$ cat config.mk
export PLATFORM = sky130hd
export DESIGN_NAME = ysyx_23060332_mem_arbiter
export DESIGN_NICKNAME = d
export VERILOG_FILES = /design/src/rtl/ysyx_23060332_define.sv /design/src/rtl/ysyx_23060332_mem_arbiter.sv
export SDC_FILE = /design/constraint.sdc
export NUM_CORES = 1
export LEC_CHECK = 0
export ABC_CLOCK_PERIOD_IN_PS = 3450
export BUFFER_PORTS_ARGS = -buffer_cell sky130_fd_sc_hd__buf_4
export CAP_MARGIN = 20
export CORE_AREA = 4 4 108 110
export CTS_CLUSTER_SIZE = 16
export DETAILED_ROUTE_END_ITERATION = 7
export DIE_AREA = 0 0 112 114
export GPL_ROUTABILITY_DRIVEN = 0
export PLACE_DENSITY = 0.72
export SYNTH_ARGS = -nofsm -noshare
export SYNTH_HDL_FRONTEND = slang
export SYNTH_SLANG_ARGS = --single-unit
export TNS_END_PERCENT = 100
$ cat constraint.sdc
create_clock -name clk -period 3.45 [get_ports clk]
set_input_delay 0.1725 -clock clk [delete_from_list [all_inputs] [get_ports clk]]
set_output_delay 0.1725 -clock clk [all_outputs]
set_load 0.03 [all_outputs]
$ cat src/rtl/ysyx_23060332_define.sv
// Shared encodings for the memory arbiter: FSM states, requester IDs and the tie-break rule.
package ysyx_23060332_define;

    typedef enum logic [1:0] {
        ST_IDLE = 2'd0,
        ST_REQ  = 2'd1,
        ST_RESP = 2'd2
    } state_e;

    localparam logic        REQ_IFU = 1'b0;
    localparam logic        REQ_LSU = 1'b1;
    localparam int unsigned MASK_W  = 8;

    // LSU wins when it is the only requester, or on a tie when IFU was served last.
    function automatic logic pick_lsu(input logic ifu_v, input logic lsu_v, input logic last);
        return lsu_v & (~ifu_v | (last == REQ_IFU));
    endfunction

endpackage

$ cat src/rtl/ysyx_23060332_mem_arbiter.sv
// Round-robin arbiter sharing one memory port between IFU fetches and LSU loads/stores,
// with a single outstanding transaction and a sticky flag for stray memory responses.
module ysyx_23060332_mem_arbiter
    import ysyx_23060332_define::*;
#(
    parameter int unsigned ADDR_W = 32,
    parameter int unsigned DATA_W = 32
) (
    input  logic              clk,
    input  logic              rst,
    input  logic              ifu_req_valid,
    output logic              ifu_req_ready,
    input  logic [ADDR_W-1:0] ifu_raddr,
    output logic              ifu_rsp_valid,
    output logic [DATA_W-1:0] ifu_rdata,
    input  logic              lsu_req_valid,
    output logic              lsu_req_ready,
    input  logic              lsu_wen,
    input  logic [ADDR_W-1:0] lsu_addr,
    input  logic [DATA_W-1:0] lsu_wdata,
    input  logic [MASK_W-1:0] lsu_wmask,
    output logic              lsu_rsp_valid,
    output logic [DATA_W-1:0] lsu_rdata,
    output logic              mem_req_valid,
    input  logic              mem_req_ready,
    output logic              mem_wen,
    output logic [ADDR_W-1:0] mem_addr,
    output logic [DATA_W-1:0] mem_wdata,
    output logic [MASK_W-1:0] mem_wmask,
    input  logic              mem_rsp_valid,
    input  logic [DATA_W-1:0] mem_rdata,
    output logic              proto_err
);

    state_e             state_q, state_d;
    logic               owner_q, owner_d;
    logic               last_grant_q, last_grant_d;
    logic               mem_wen_q, mem_wen_d;
    logic [ADDR_W-1:0]  mem_addr_q, mem_addr_d;
    logic [DATA_W-1:0]  mem_wdata_q, mem_wdata_d;
    logic [MASK_W-1:0]  mem_wmask_q, mem_wmask_d;
    logic               proto_err_q, proto_err_d;
    logic               grant_lsu, ifu_fire, lsu_fire, rsp_fire;

    // Grant is only offered in IDLE; reset forces both readies low immediately.
    always_comb begin : grant_logic
        grant_lsu     = pick_lsu(ifu_req_valid, lsu_req_valid, last_grant_q);
        ifu_req_ready = 1'b0;
        lsu_req_ready = 1'b0;
        if (state_q == ST_IDLE && !rst) begin
            ifu_req_ready = ifu_req_valid & ~grant_lsu;
            lsu_req_ready = grant_lsu;
        end
        ifu_fire = ifu_req_valid & ifu_req_ready;
        lsu_fire = lsu_req_valid & lsu_req_ready;
    end

    // Response routed to the owner in the same cycle the memory answers.
    always_comb begin : rsp_route
        rsp_fire      = (state_q == ST_RESP) & mem_rsp_valid;
        ifu_rsp_valid = rsp_fire & (owner_q == REQ_IFU);
        lsu_rsp_valid = rsp_fire & (owner_q == REQ_LSU);
        ifu_rdata     = ifu_rsp_valid ? mem_rdata : '0;
        lsu_rdata     = lsu_rsp_valid ? mem_rdata : '0;
    end

    always_comb begin : next_state
        state_d      = state_q;
        owner_d      = owner_q;
        last_grant_d = last_grant_q;
        mem_wen_d    = mem_wen_q;
        mem_addr_d   = mem_addr_q;
        mem_wdata_d  = mem_wdata_q;
        mem_wmask_d  = mem_wmask_q;
        proto_err_d  = proto_err_q | (mem_rsp_valid & (state_q != ST_RESP));
        unique case (state_q)
            ST_IDLE: begin
                if (lsu_fire) begin
                    state_d      = ST_REQ;
                    owner_d      = REQ_LSU;
                    last_grant_d = REQ_LSU;
                    mem_wen_d    = lsu_wen;
                    mem_addr_d   = lsu_addr;
                    mem_wdata_d  = lsu_wdata;
                    mem_wmask_d  = lsu_wmask;
                end else if (ifu_fire) begin
                    state_d      = ST_REQ;
                    owner_d      = REQ_IFU;
                    last_grant_d = REQ_IFU;
                    mem_wen_d    = 1'b0;
                    mem_addr_d   = ifu_raddr;
                    mem_wdata_d  = '0;
                    mem_wmask_d  = '0;
                end
            end
            ST_REQ:  if (mem_req_ready) state_d = ST_RESP;
            ST_RESP: if (mem_rsp_valid) state_d = ST_IDLE;
            default: state_d = ST_IDLE;
        endcase
    end

    always_ff @(posedge clk or posedge rst) begin
        if (rst) begin
            state_q      <= ST_IDLE;
            owner_q      <= REQ_IFU;
            last_grant_q <= REQ_IFU;
            mem_wen_q    <= 1'b0;
            mem_addr_q   <= '0;
            mem_wdata_q  <= '0;
            mem_wmask_q  <= '0;
            proto_err_q  <= 1'b0;
        end else begin
            state_q      <= state_d;
            owner_q      <= owner_d;
            last_grant_q <= last_grant_d;
            mem_wen_q    <= mem_wen_d;
            mem_addr_q   <= mem_addr_d;
            mem_wdata_q  <= mem_wdata_d;
            mem_wmask_q  <= mem_wmask_d;
            proto_err_q  <= proto_err_d;
        end
    end

    assign mem_req_valid = (state_q == ST_REQ);
    assign mem_wen       = mem_wen_q;
    assign mem_addr      = mem_addr_q;
    assign mem_wdata     = mem_wdata_q;
    assign mem_wmask     = mem_wmask_q;
    assign proto_err     = proto_err_q;

endmodule

* After elaboration in Yosys (flattened, before gate mapping) *
Cells that the tools add are included.
Widths: inputs -> output; s select.

word-level totals
  register bits = 77
  latch bits = 0
  RAM bits = 0
  ROM bits = 0
  input bits = 143
  output and inout port bits = 143
  word-level logic and storage cells = 50
  memories = 0

cells by class
  add/subtract/negate cells = 0
  multipliers = 0
  divide/modulo/power cells = 0
  order comparisons = 0
  equal/unequal tests = 6
  shift-type cells = 0
  muxes and demuxes = 18
  bitwise logic cells = 13
  reductions and logical operators = 6

operator list
  cell                number
  $mux 32             6
  $mux 8              2
  $and 1x1->1         8
  $mux 2              4
  $pmux 2 s3          1
  $mux 1              5
  $ne 2x2->1 const B  2
  $ne 3x3->1 const B  1
  $not 1->1           3
  $reduce_and 3->1    1
  $eq 2x1->1 const B  1
  $eq 2x2->1 const B  1
  $logic_not 2->1     1
  $ne 2x1->1 const B  1
  $or 1x1->1          2
  $reduce_and 2->1    1
  $reduce_bool 2->1   1
  $logic_and 1x1->1   1
  $logic_not 1->1     1

* Depth between registers and ports, before layout *
Gate-level depths: netlist (run 1).

  depth after elaboration = 10
  depth in mapped cells = 6

* Least setup slack after synthesis (run 1) *
No wires, ideal clock.

  path kind = flip-flop to output port
  start = register state_q[0]
  end = output port ifu_rdata[22]
  arrival time = 1.651 ns
  data required time = 3.277 ns
  slack = 1.626 ns
  cell stages (with the launch flop) = 5
  path buffers = 1
  path through = dfrtp_1 > nand2b_1 > nor3b_2 > clkbuf_1 > and2_1

on the way
  cells in the longest elaborated chain, start to end = 4

RTL lines
  element                  RTL line                          source
  from (decl)              ysyx_23060332_mem_arbiter.sv:35   state_e state_q, state_d;
  from (signal assigned)   ysyx_23060332_mem_arbiter.sv:113  state_q <= state_d;
  $eq 2x2->1               ysyx_23060332_mem_arbiter.sv:60   rsp_fire = (state_q == ST_RESP) & mem_rsp_valid;
  $and 1x1->1              ysyx_23060332_mem_arbiter.sv:60
  $and 1x1->1              ysyx_23060332_mem_arbiter.sv:61   ifu_rsp_valid = rsp_fire & (owner_q == REQ_IFU);
  named net ifu_rsp_valid  ysyx_23060332_mem_arbiter.sv:14   output logic ifu_rsp_valid,
  $mux 32                  ysyx_23060332_mem_arbiter.sv:63   ifu_rdata = ifu_rsp_valid ? mem_rdata : '0;
  to (decl)                ysyx_23060332_mem_arbiter.sv:15   output logic [DATA_W-1:0] ifu_rdata,

The timed path passes the listed nets, and every way through them passes these cells.

* Worst setup path in the final report (run 1) *
  start = register state_q[0]
  end = output port lsu_req_ready

on the way
  cells in the longest elaborated chain, start to end = 3

RTL lines
  element            RTL line                         source
  $logic_not 2->1    ysyx_23060332_mem_arbiter.sv:50  if (state_q == ST_IDLE && !rst) begin
  $logic_and 1x1->1  ysyx_23060332_mem_arbiter.sv:50
  $mux 1             ysyx_23060332_mem_arbiter.sv:50
  to (decl)          ysyx_23060332_mem_arbiter.sv:17  output logic lsu_req_ready,

Every way passes these cells.

==> impl_summary.log, run 1 <==
[metrics] DRC violation count after routing: 0
[metrics] top flip-flop cell by instance count after synthesis: sky130_fd_sc_hd__dfrtp_1
[metrics] worst reg2reg endpoint: mem_wdata[11]
[metrics] worst reg2reg path startpoint: state_q[0]
[metrics] Maximum Capacitance Violations: 0
[metrics] average wire length per cell after detail routing: about 17 um
[metrics] number of logic stages on the critical path including buffering: 4
[metrics] Clock Sinks: 77
[metrics] global-route usage over all layers: between 20% and 30%
[metrics] sequential-to-total area share from yosys stat: ~51%
[metrics] cell with the biggest individual delay on the critical path: sky130_fd_sc_hd__or3_1
[metrics] layout cells sized above 1: a little over half
[metrics] met3 usage: about 5.7%
[metrics] H-Tree Depth: 3
[metrics] critical path's largest stage delay: approximately 640 ps
[metrics] post-DP HPWL: roughly 10 mm
[metrics] critical path, cell by cell: or3_1, buf_16, nor2_8, buf_4
[metrics] max-slew headroom at the worst pin: approximately 43%
[metrics] final-layout worst hold slack: -13.7 ps
[metrics] type of the most critical hold path: primary input to async pin
[metrics] fraction of met2 tracks used by global routing: about a third
[metrics] Root Driver: sky130_fd_sc_hd__clkbuf_8
[metrics] crit path launch type: register
[metrics] critical path's top delay family: simple AND/OR/NAND/NOR gates
[metrics] post-synthesis instance area: approximately 3800 um^2
[metrics] full die area: 12800 um^2
[metrics] global-route wire length before repair: a little over 20 mm
[metrics] Post-Route WL: 13.5 mm
[metrics] number of nets with antenna violations after routing: 0
[metrics] TritonCTS clock tree: built
[metrics] Logic pwr share: 54.9%
[metrics] Crit. Startpoint: state_q[0]
[metrics] maximum clock rate: 0.382 GHz
[metrics] area share of fa/ha/maj cells after synthesis: 0%
[metrics] initial DRC count: 325
[metrics] fraction of synthesized cell area taken by the top area cell type: 51.2%
[metrics] Yosys warning total: 0
[metrics] switching share of total power: 46.4%
[metrics] setup bufs post-CTS: 0
[metrics] ranking of synthesized cells by area: sky130_fd_sc_hd__dfrtp_1 (51%), sky130_fd_sc_hd__and2_1 (11%), sky130_fd_sc_hd__a22o_2 (6.9%)
[metrics] number of top-level pins: 286
[metrics] routed via count: around 4000
[metrics] net count after synthesis: 514
[metrics] starting utilization of the core area: 35.2%
[metrics] worst setup path endpoint: lsu_req_ready
[metrics] Final Worst Setup Slack: 834 ps
[metrics] multiplexer area fraction after synthesis: 0%
[metrics] top cells by instance count after synthesis: sky130_fd_sc_hd__dfrtp_1 (77), sky130_fd_sc_hd__and2_1 (65)
[metrics] critical path buffer and inverter count: 2
[metrics] die extent in y: around 110 um
[metrics] signal arrival time at the worst endpoint: roughly 2400 ps
[metrics] hold buffer count at CTS: 0
[metrics] Max FO, Critical Path: 43
[metrics] number of setup violations in the final report: 0
[metrics] number of cells on the worst reg-to-reg path: 4
[metrics] Fin. Hold Viols: 24
[metrics] fraction of power consumed by the clock network: about an eighth
[metrics] critical path capture point type: output pin
[metrics] worst-case vdd ir drop: between 0.4 and 0.5 mV
[metrics] remaining global-route overflow: 0
[metrics] actual transition at the worst max-transition pin: ~860 ps
[metrics] GR peak layer: met2
[metrics] Compound-Gate Fraction of Synth Area: roughly a quarter
[metrics] Setup TNS: 0 ps
[metrics] Leakage Power: between 3 and 4 nW
[metrics] clock tree buffer depth: 2
[metrics] portion of total power attributed to sequential cells: between 30% and 40%
[metrics] number of synthesized register bits: a little under 80
[metrics] post-synthesis share of cell area spent on and, or, nand and nor gates: 17.4%
[metrics] DP Worst Slack: 1040 ps
[metrics] switching component of the power: roughly 0.0023 W
[metrics] number of buffers created by CTS: 9
[metrics] vias in the first global route: around 4000
[metrics] pin count of the biggest net entering global routing: 50
[metrics] r2r setup slk: 1310 ps
[metrics] utilization of the core after routing: ~58%
[metrics] EDFF count, synth: 0
[metrics] xor/xnor share of the synthesized area: 0%
[metrics] setup repair after global routing missed its margin: false
[metrics] CTS clk-pin slew, worst paths: 100 ps
[metrics] start-to-end type of the worst setup path: register to output pin
[metrics] post-cts repair resize count: 0
[metrics] synth unique cells: 29
[metrics] outcome: complete, but fails checks
[metrics] antenna violations before repair: 0
[metrics] signed area change from the synthesized netlist to the final layout: 63.7%
[metrics] cell count after synthesis: around 370
[metrics] Skew-Pair Late Insertion Delay: between 300 and 400 ps
[metrics] post-route minimum period: approximately 2600 ps
[metrics] core region area: between 10000 and 15000 um^2
[metrics] portion of the clock cycle consumed by the worst path in the final layout: 75.8%
[metrics] number of slew-limit violations in the final report: 0
[metrics] Critical Path RT: approximately 3300 ps
[metrics] violations in the final reports: hold timing
[metrics] detailed-route vias per instance: roughly 5
[metrics] n_diodes: 0
[metrics] most common cell in the netlist: sky130_fd_sc_hd__dfrtp_1
[metrics] internal power: 0.00269 W
[metrics] power density normalized to cell area: just over 800 nW/um^2
[metrics] TritonRoute pass-1 iters: 4
[metrics] total number of nets in the final design: 780
[metrics] # rows: 38
[metrics] post-route clock skew: about 18 ps
[metrics] floorplan die width: 112 um
[metrics] largest family of logic cells by synthesized area: compound AO/OA/AOI/OAI gates
[metrics] grt met1 use: between 20% and 30%
[metrics] average size of a mapped cell: around 10 um^2
[metrics] async set-reset flop share out of synthesis: between 90% and 100%
[metrics] IO buf count: about 290
[metrics] cell type with the largest total area after synthesis: sky130_fd_sc_hd__dfrtp_1
layer usage:
metal,vias up,wire [um]
li1,1872,-
met1,1899,5020
met2,206,7120
met3,18,1110
met4,0,271
met5,-,0
area by class of cell:
cell class                      count  area, um^2
Clock buffer                        9         124
Clock inverter                      7        65.1
Fill cell                         952        4530
Inverter                            3        12.5
Multi-Input combinational cell    252        1630
Sequential cell                    77        1930
Tap cell                          140         175
Timing Repair Buffer              294        2230
per-stage QoR:
stage | total power (W) | area (um^2) | std cells
6_report | 0.00502 | 6160 | 782
5_1_grt | 0.00530 | 6160 | 782
4_1_cts | 0.00503 | 6120 | 780
3_5_place_dp | 0.00436 | 5930 | 764
3_3_place_gp | 0.00432 | 5930 | 764
2_1_floorplan | 0.00327 | 3770 | 371
sequential cells by signal (all words and copies together), names as in the netlist:
name,cells
mem_addr,32
mem_wdata,32
mem_wmask,8
state_q,2
last_grant_q,1
mem_wen,1
proto_err,1
cell families after synthesis:
group / after synthesis
flops: 77
buf+inv: 42
compound gates: 144
simple gates: 108
power by group through the flow:
stage                     combinational, W  sequential (W)  clock, W
after global routing               0.00292         0.00166  0.000712
after global placement             0.00271         0.00161         0
final                              0.00276         0.00161  0.000654
after CTS                          0.00275         0.00161  0.000670
after floorplan                   0.000881         0.00239         0
after detailed placement           0.00275         0.00161         0
how the worst min path moves through the flow:
stage	from	end	depth (start not counted)
2_1_floorplan	mem_req_ready	state_q[0]	1
3_3_place_gp	rst	state_q[0]	2
3_5_place_dp	rst	state_q[0]	2
4_1_cts	rst	mem_wdata[29]	2
5_1_grt	lsu_wen	mem_wen	2
6_report	rst	mem_wdata[0]	2
cells in the final DEF, fill, tap and decap left out, drive strengths merged:
cell type  count
dfrtp         77
and2          65
nand3         32
a31oi         32
o21ai         35
or3            1
a21o           2
clkinvlp       1
or2            1
a21bo          1
nor2           2
buf          294
clkinv         3
inv            6
nor3           1
or2b           1
nand2b         1
nand2          2
nor3b          1
a21oi         32
a21boi         1
clkbuf         9
a22o          41
and4b          1
Power figures use the tool's default switching activity.
==> run 2, diff against run 1 <==
--- a/config.mk
+++ b/config.mk
@@ -5,7 +5,7 @@
 export SDC_FILE = /design/constraint.sdc
 export NUM_CORES = 1
 export LEC_CHECK = 0
-export ABC_CLOCK_PERIOD_IN_PS = 3450
+export ABC_CLOCK_PERIOD_IN_PS = 2500
 export BUFFER_PORTS_ARGS = -buffer_cell sky130_fd_sc_hd__buf_4
 export CAP_MARGIN = 20
 export CORE_AREA = 4 4 108 110
==> constraint.sdc (replaced) <==
create_clock -name clk -period 2.5 [get_ports clk]
set_input_delay 0.125 -clock clk [delete_from_list [all_inputs] [get_ports clk]]
set_output_delay 0.125 -clock clk [all_outputs]
set_load 0.03 [all_outputs]
==> run 2 against run 1 <==
Total power up 39%. Setup slack worse by 370 ps. Final cell count up 6.3%. Combinational power up 41%. Sequential share of layout area down 2.1 points. Worst hold slack better by 68 ps. Design area up 7.3%. Sequential power up 38%. The run now ends clean. Die area unchanged. Largest power group unchanged. Register-to-register slack worse by 610 ps. Via count up 7.0%. Non-clock buffer count up 49.
==> impl_summary.log, run 2 (synthesized netlist as in run 1, its figures left out) <==
[metrics] outcome: finished clean
[metrics] IO buf count: roughly 290
[metrics] start-to-end type of the worst setup path: register to output pin
[metrics] post-route minimum period: just over 2000 ps
[metrics] setup bufs post-CTS: 0
[metrics] number of buffers created by CTS: 9
[metrics] crit path launch type: register
[metrics] floorplan die width: roughly 110 um
[metrics] power density normalized to cell area: roughly 1100 nW/um^2
[metrics] CTS clk-pin slew, worst paths: 80 ps
[metrics] H-Tree Depth: 3
[metrics] starting utilization of the core area: approximately a third
[metrics] antenna violations before repair: 0
[metrics] Leakage Power: ~3.3 nW
[metrics] portion of the clock cycle consumed by the worst path in the final layout: 81.3%
[metrics] post-route clock skew: 5.56 ps
[metrics] Root Driver: sky130_fd_sc_hd__clkbuf_8
[metrics] utilization of the core after routing: about three fifths
[metrics] TritonCTS clock tree: built
[metrics] routed via count: roughly 4300
[metrics] commonest non-fill, non-tap cells in the layout: sky130_fd_sc_hd__buf_4 (298), sky130_fd_sc_hd__dfrtp_1 (77), sky130_fd_sc_hd__and2_1 (65)
[metrics] critical path's top delay family: simple AND/OR/NAND/NOR gates
[metrics] post-DP HPWL: between 10 and 15 mm
[metrics] number of setup violations in the final report: 0
[metrics] n_diodes: 0
[metrics] detailed-route vias per instance: ~5.1
[metrics] TritonRoute pass-1 iters: 6
[metrics] internal power: 0.00376 W
[metrics] core region area: between 10000 and 15000 um^2
[metrics] multi-input combinational cell area: about 1600 um^2
[metrics] setup repair after global routing missed its margin: false
[metrics] critical path capture point type: output pin
[metrics] full die area: between 10000 and 15000 um^2
[metrics] Final Total Pwr: 0.00698 W
[metrics] cell with the biggest individual delay on the critical path: sky130_fd_sc_hd__or3_1
[metrics] remaining global-route overflow: 0
[metrics] global-route usage over all layers: 22.3%
[metrics] post-layout instance area: approximately 6600 um^2
[metrics] DRC violation count after routing: 0
[metrics] switching component of the power: ~0.0032 W
[metrics] signed area change from the synthesized netlist to the final layout: 75.6%
[metrics] Max FO, Critical Path: 33
[metrics] switching share of total power: 46.1%
[metrics] Setup TNS: 0 ps
[metrics] fillers: around 900
[metrics] Register Area: approximately 1900 um^2
[metrics] Clock Sinks: 77
[metrics] die extent in y: 114 um
[metrics] number of nets with antenna violations after routing: 0
[metrics] clock tree buffer depth: 2
[metrics] Maximum Capacitance Violations: 0
[metrics] fraction of power consumed by the clock network: 12.3%
[metrics] portion of total power attributed to sequential cells: 31.8%
[metrics] number of slew-limit violations in the final report: 0
[metrics] post-cts repair resize count: 0
[metrics] critical path, cell by cell: or3_1, buf_4, nor2_1, buf_4
[metrics] critical path's largest stage delay: just under 500 ps
[metrics] critical path buffer and inverter count: 2
[metrics] Critical Path RT: around 2400 ps
[metrics] Cell Area, Placed: around 6000 um^2
[metrics] type of the most critical hold path: primary input to register
[metrics] total number of nets in the final design: between 800 and 900
[metrics] signal arrival time at the worst endpoint: about 1900 ps
[metrics] Fin. Hold Viols: 0
[metrics] global-route wire length before repair: ~23 mm
[metrics] worst-case vdd ir drop: between 0.5 and 0.6 mV
[metrics] Logic pwr share: between 50% and 60%
[metrics] number of top-level pins: roughly 290
[metrics] cell repeated most along the worst path: sky130_fd_sc_hd__buf_4
[metrics] pin count of the biggest net entering global routing: 46
[metrics] average wire length per cell after detail routing: 17.9 um
[metrics] layout cells sized above 1: around half
[metrics] Post-Route WL: 14.9 mm
[metrics] actual transition at the worst max-transition pin: 616 ps
[metrics] commonest non-fill, non-tap cell in the layout: sky130_fd_sc_hd__buf_4
[metrics] # rows: 38
[metrics] initial DRC count: 395
[metrics] Skew-Pair Late Insertion Delay: roughly 340 ps
[metrics] max-slew headroom at the worst pin: 58.9%
[metrics] maximum clock rate: between 0.4 and 0.5 GHz
[metrics] vias in the first global route: around 4500
-- run 2: worst reg2reg max path, cell delays in order (launching register included) --
cell and delay, ps:
sky130_fd_sc_hd__dfrtp_1 430, sky130_fd_sc_hd__or3_1 490, sky130_fd_sc_hd__nor2_8 380, sky130_fd_sc_hd__buf_4 270, sky130_fd_sc_hd__a22o_2 170
-- run 2: repair_timing --
| item | CTS | global route |
|---|---|---|
| hold endpoints to repair | 75 | 1 |
| hold buffers | 43 | 1 |
| endpoints found under the setup margin | 0 | 0 |
-- run 2: path summary, 6_finish.rpt --
path	end	slack (ps)	cells past startpoint	startpoint
worst max-delay path	ifu_req_ready	470	4	state_q[0]
worst min-delay path	mem_addr[12]	50	3	lsu_addr[12]
worst max register to register	mem_wdata[26]	700	4	state_q[0]
worst min register to register	proto_err	470	1	proto_err
max in group asynchronous	proto_err	1400	4	rst
min in group asynchronous	mem_addr[24]	460	3	rst
-- run 2: cell type report --
type / count / area share (%)
repair buffers: 343 / 40.8
inverters: 3 / 0.189
multi-input cells: 252 / 24.6
well taps: 140 / 2.65
clock inverters: 5 / 0.530
flip-flops and latches: 77 / 29.1
clock buffers: 11 / 2.14
-- run 2: metal layers --
metal	vias up	track usage [%]	routed length (um)
met3	56	5.20	1190
met1	2006	24.5	5360
met5	-	0	0
met2	244	38.9	7630
li1	1969	-	-
met4	0	14.0	692
-- run 2: through the flow --
step | hold WS [ps] | cells | setup WS, ps
floorplan | 232 | 371 | 408
global placement | 250 | 771 | 770
detailed placement | 254 | 771 | 715
CTS | 4.03 | 830 | 449
global route | 41.3 | 831 | 350
finish | 54.4 | 831 | 467
-- run 2: power by group through the flow --
stage / registers, W / logic, W / clock network [W]
2_1_floorplan: 0.00329 / 0.00122 / 0
3_3_place_gp: 0.00221 / 0.00380 / 0
3_5_place_dp: 0.00221 / 0.00385 / 0
4_1_cts: 0.00220 / 0.00391 / 0.000881
5_1_grt: 0.00228 / 0.00412 / 0.000931
6_report: 0.00222 / 0.00390 / 0.000859
==> run 3, diff against run 2 <==
--- a/config.mk
+++ b/config.mk
@@ -5,7 +5,7 @@
 export SDC_FILE = /design/constraint.sdc
 export NUM_CORES = 1
 export LEC_CHECK = 0
-export ABC_CLOCK_PERIOD_IN_PS = 2500
+export ABC_CLOCK_PERIOD_IN_PS = 2100
 export BUFFER_PORTS_ARGS = -buffer_cell sky130_fd_sc_hd__buf_4
 export CAP_MARGIN = 20
 export CORE_AREA = 4 4 108 110
==> constraint.sdc (replaced) <==
create_clock -name clk -period 2.1 [get_ports clk]
set_input_delay 0.105 -clock clk [delete_from_list [all_inputs] [get_ports clk]]
set_output_delay 0.105 -clock clk [all_outputs]
set_load 0.03 [all_outputs]
==> run 3 against run 2 <==
Non-clock buffer count unchanged. Clock-buffer cell count stayed put. Register-to-register slack worse by 250 ps. Setup slack got worse by 300 ps. Sequential power up 18%.
==> impl_summary.log, run 3 (synthesized netlist as in run 1, its figures left out) <==
[metrics] pin count of the biggest net entering global routing: 47
[metrics] number of cells on the worst reg-to-reg path: 4
[metrics] remaining global-route overflow: 0
[metrics] post-route clock skew: 10.3 ps
[metrics] detailed-route vias per instance: 5.09
[metrics] Setup TNS: 0 ps
[metrics] Root Driver: sky130_fd_sc_hd__clkbuf_8
[metrics] capture endpoint of the worst hold path: mem_addr[28]
[metrics] commonest non-fill, non-tap cell in the layout: sky130_fd_sc_hd__buf_4
[metrics] start-to-end type of the worst setup path: register to output pin
[metrics] die extent in y: roughly 110 um
[metrics] Critical Path RT: about 2000 ps
[metrics] starting utilization of the core area: between 30% and 40%
[metrics] actual transition at the worst max-transition pin: between 500 and 600 ps
[metrics] n_diodes: 0
[metrics] vias in the first global route: 4465
[metrics] H-Tree Depth: 3
[metrics] setup repair after global routing missed its margin: false
[metrics] TritonRoute pass-1 iters: 4
[metrics] Post-Route WL: approximately 15 mm
[metrics] number of nets with antenna violations after routing: 0
[metrics] Leakage Power: ~3.3 nW
[metrics] DRC violation count after routing: 0
[metrics] routed via count: 4222
[metrics] CTS clk-pin slew, worst paths: roughly 70 ps
[metrics] number of buffers created by CTS: 9
[metrics] Max FO, Critical Path: 33
[metrics] average wire length per cell after detail routing: ~18 um
[metrics] worst reg2reg path startpoint: state_q[0]
[metrics] Fin. Hold Viols: 0
[metrics] r2r setup slk: about 450 ps
[metrics] Maximum Capacitance Violations: 0
[metrics] global-route wire length before repair: around 23 mm
[metrics] power density normalized to cell area: approximately 1200 nW/um^2
[metrics] final-layout worst hold slack: ~34 ps
[metrics] core region area: 10700 um^2
[metrics] clock tree buffer depth: 2
[metrics] type of the most critical hold path: primary input to register
[metrics] outcome: finished clean
[metrics] # rows: 38
[metrics] number of setup violations in the final report: 0
[metrics] worst reg2reg endpoint: mem_addr[1]
[metrics] IO buf count: 285
[metrics] worst-case vdd ir drop: a little under 0.6 mV
[metrics] commonest non-fill, non-tap cells in the layout: sky130_fd_sc_hd__buf_4 (297), sky130_fd_sc_hd__dfrtp_1 (77), sky130_fd_sc_hd__and2_1 (65)
[metrics] Finished Layout Cells: 830
[metrics] signed area change from the synthesized netlist to the final layout: 75.5%
[metrics] initial DRC count: roughly 350
[metrics] placed cell count: 771
[metrics] full die area: 12800 um^2
[metrics] total number of nets in the final design: roughly 830
[metrics] global-route usage over all layers: between 20% and 30%
[metrics] portion of the clock cycle consumed by the worst path in the final layout: 92.2%
[metrics] Skew-Pair Late Insertion Delay: between 300 and 400 ps
[metrics] post-layout instance area: roughly 6600 um^2
[metrics] hold path depth: 3
[metrics] crit path launch type: register
[metrics] Clock Sinks: slightly below 80
[metrics] signal arrival time at the worst endpoint: between 1500 and 2000 ps
[metrics] floorplan die width: ~110 um
[metrics] critical path capture point type: output pin
[metrics] layout cells sized above 1: roughly half
[metrics] number of top-level pins: 286
[metrics] number of slew-limit violations in the final report: 0
[metrics] max-slew headroom at the worst pin: 60.3%
[metrics] TritonCTS clock tree: built
[metrics] maximum clock rate: just over 0.5 GHz
[metrics] post-DP HPWL: roughly 10 mm
[metrics] Cell Area, Placed: between 6000 and 7000 um^2
[metrics] Final Total Pwr: approximately 0.008 W
[metrics] antenna violations before repair: 0
[metrics] setup bufs post-CTS: 0
[metrics] hold path startpoint: lsu_addr[28]
[metrics] post-route minimum period: 1940 ps
## run 3: timing repair
action                    CTS  global route
hold buffers               44             0
hold endpoints to repair   75             0
resized for setup           0             0
## run 3: power breakdown
group,switching [W],internal [W],total [W]
Clock,0.000532,0.000422,0.000954
Sequential,0.000451,0.00218,0.00263
Combinational,0.00280,0.00185,0.00465
## run 3: worst max-delay path by stage
stage                          start             to  slack, ps  cells after the start
after floorplan                  rst   last_grant_q         30                      1
after global placement    state_q[0]  ifu_req_ready        520                      4
final                     state_q[0]  ifu_req_ready        160                      4
after global routing      state_q[0]   ifu_rdata[6]         20                      5
after detailed placement  state_q[0]   mem_addr[30]        490                      4
after CTS                 state_q[0]   ifu_rdata[6]        150                      5
## run 3: final cells by class
| cell class | instances | area, um^2 |
|---|---|---|
| fillers | 923 | 4090 |
| clock inverters | 4 | 26.3 |
| repair buffers | 343 | 2710 |
| clock buffers | 11 | 131 |
| multi-input cells | 252 | 1630 |
| flip-flops and latches | 77 | 1930 |
| inverters | 3 | 12.5 |
| well taps | 140 | 175 |
## run 3: metal layers
metal	track usage, %	vias to the layer above	share of wire [%]
met5	0	-	0
li1	-	1964	-
met4	11.1	0	3.9
met3	4.88	41	7.8
met2	39.1	229	52
met1	25.1	1988	36
## run 3: worst max-delay path: stages, from the launching register on
cell	delay [ps]
sky130_fd_sc_hd__dfrtp_1	430
sky130_fd_sc_hd__or3_1	480
sky130_fd_sc_hd__buf_4	270
sky130_fd_sc_hd__nor2_1	140
sky130_fd_sc_hd__buf_4	170
## run 3: stage by stage
stage | util (%) | worst slack [ps]
floorplan | - | 28.3
global placement | 56.2 | 517
detailed placement | 56.2 | 490
CTS | 61.8 | 149
global route | 61.8 | 21.4
finish | 61.8 | 163
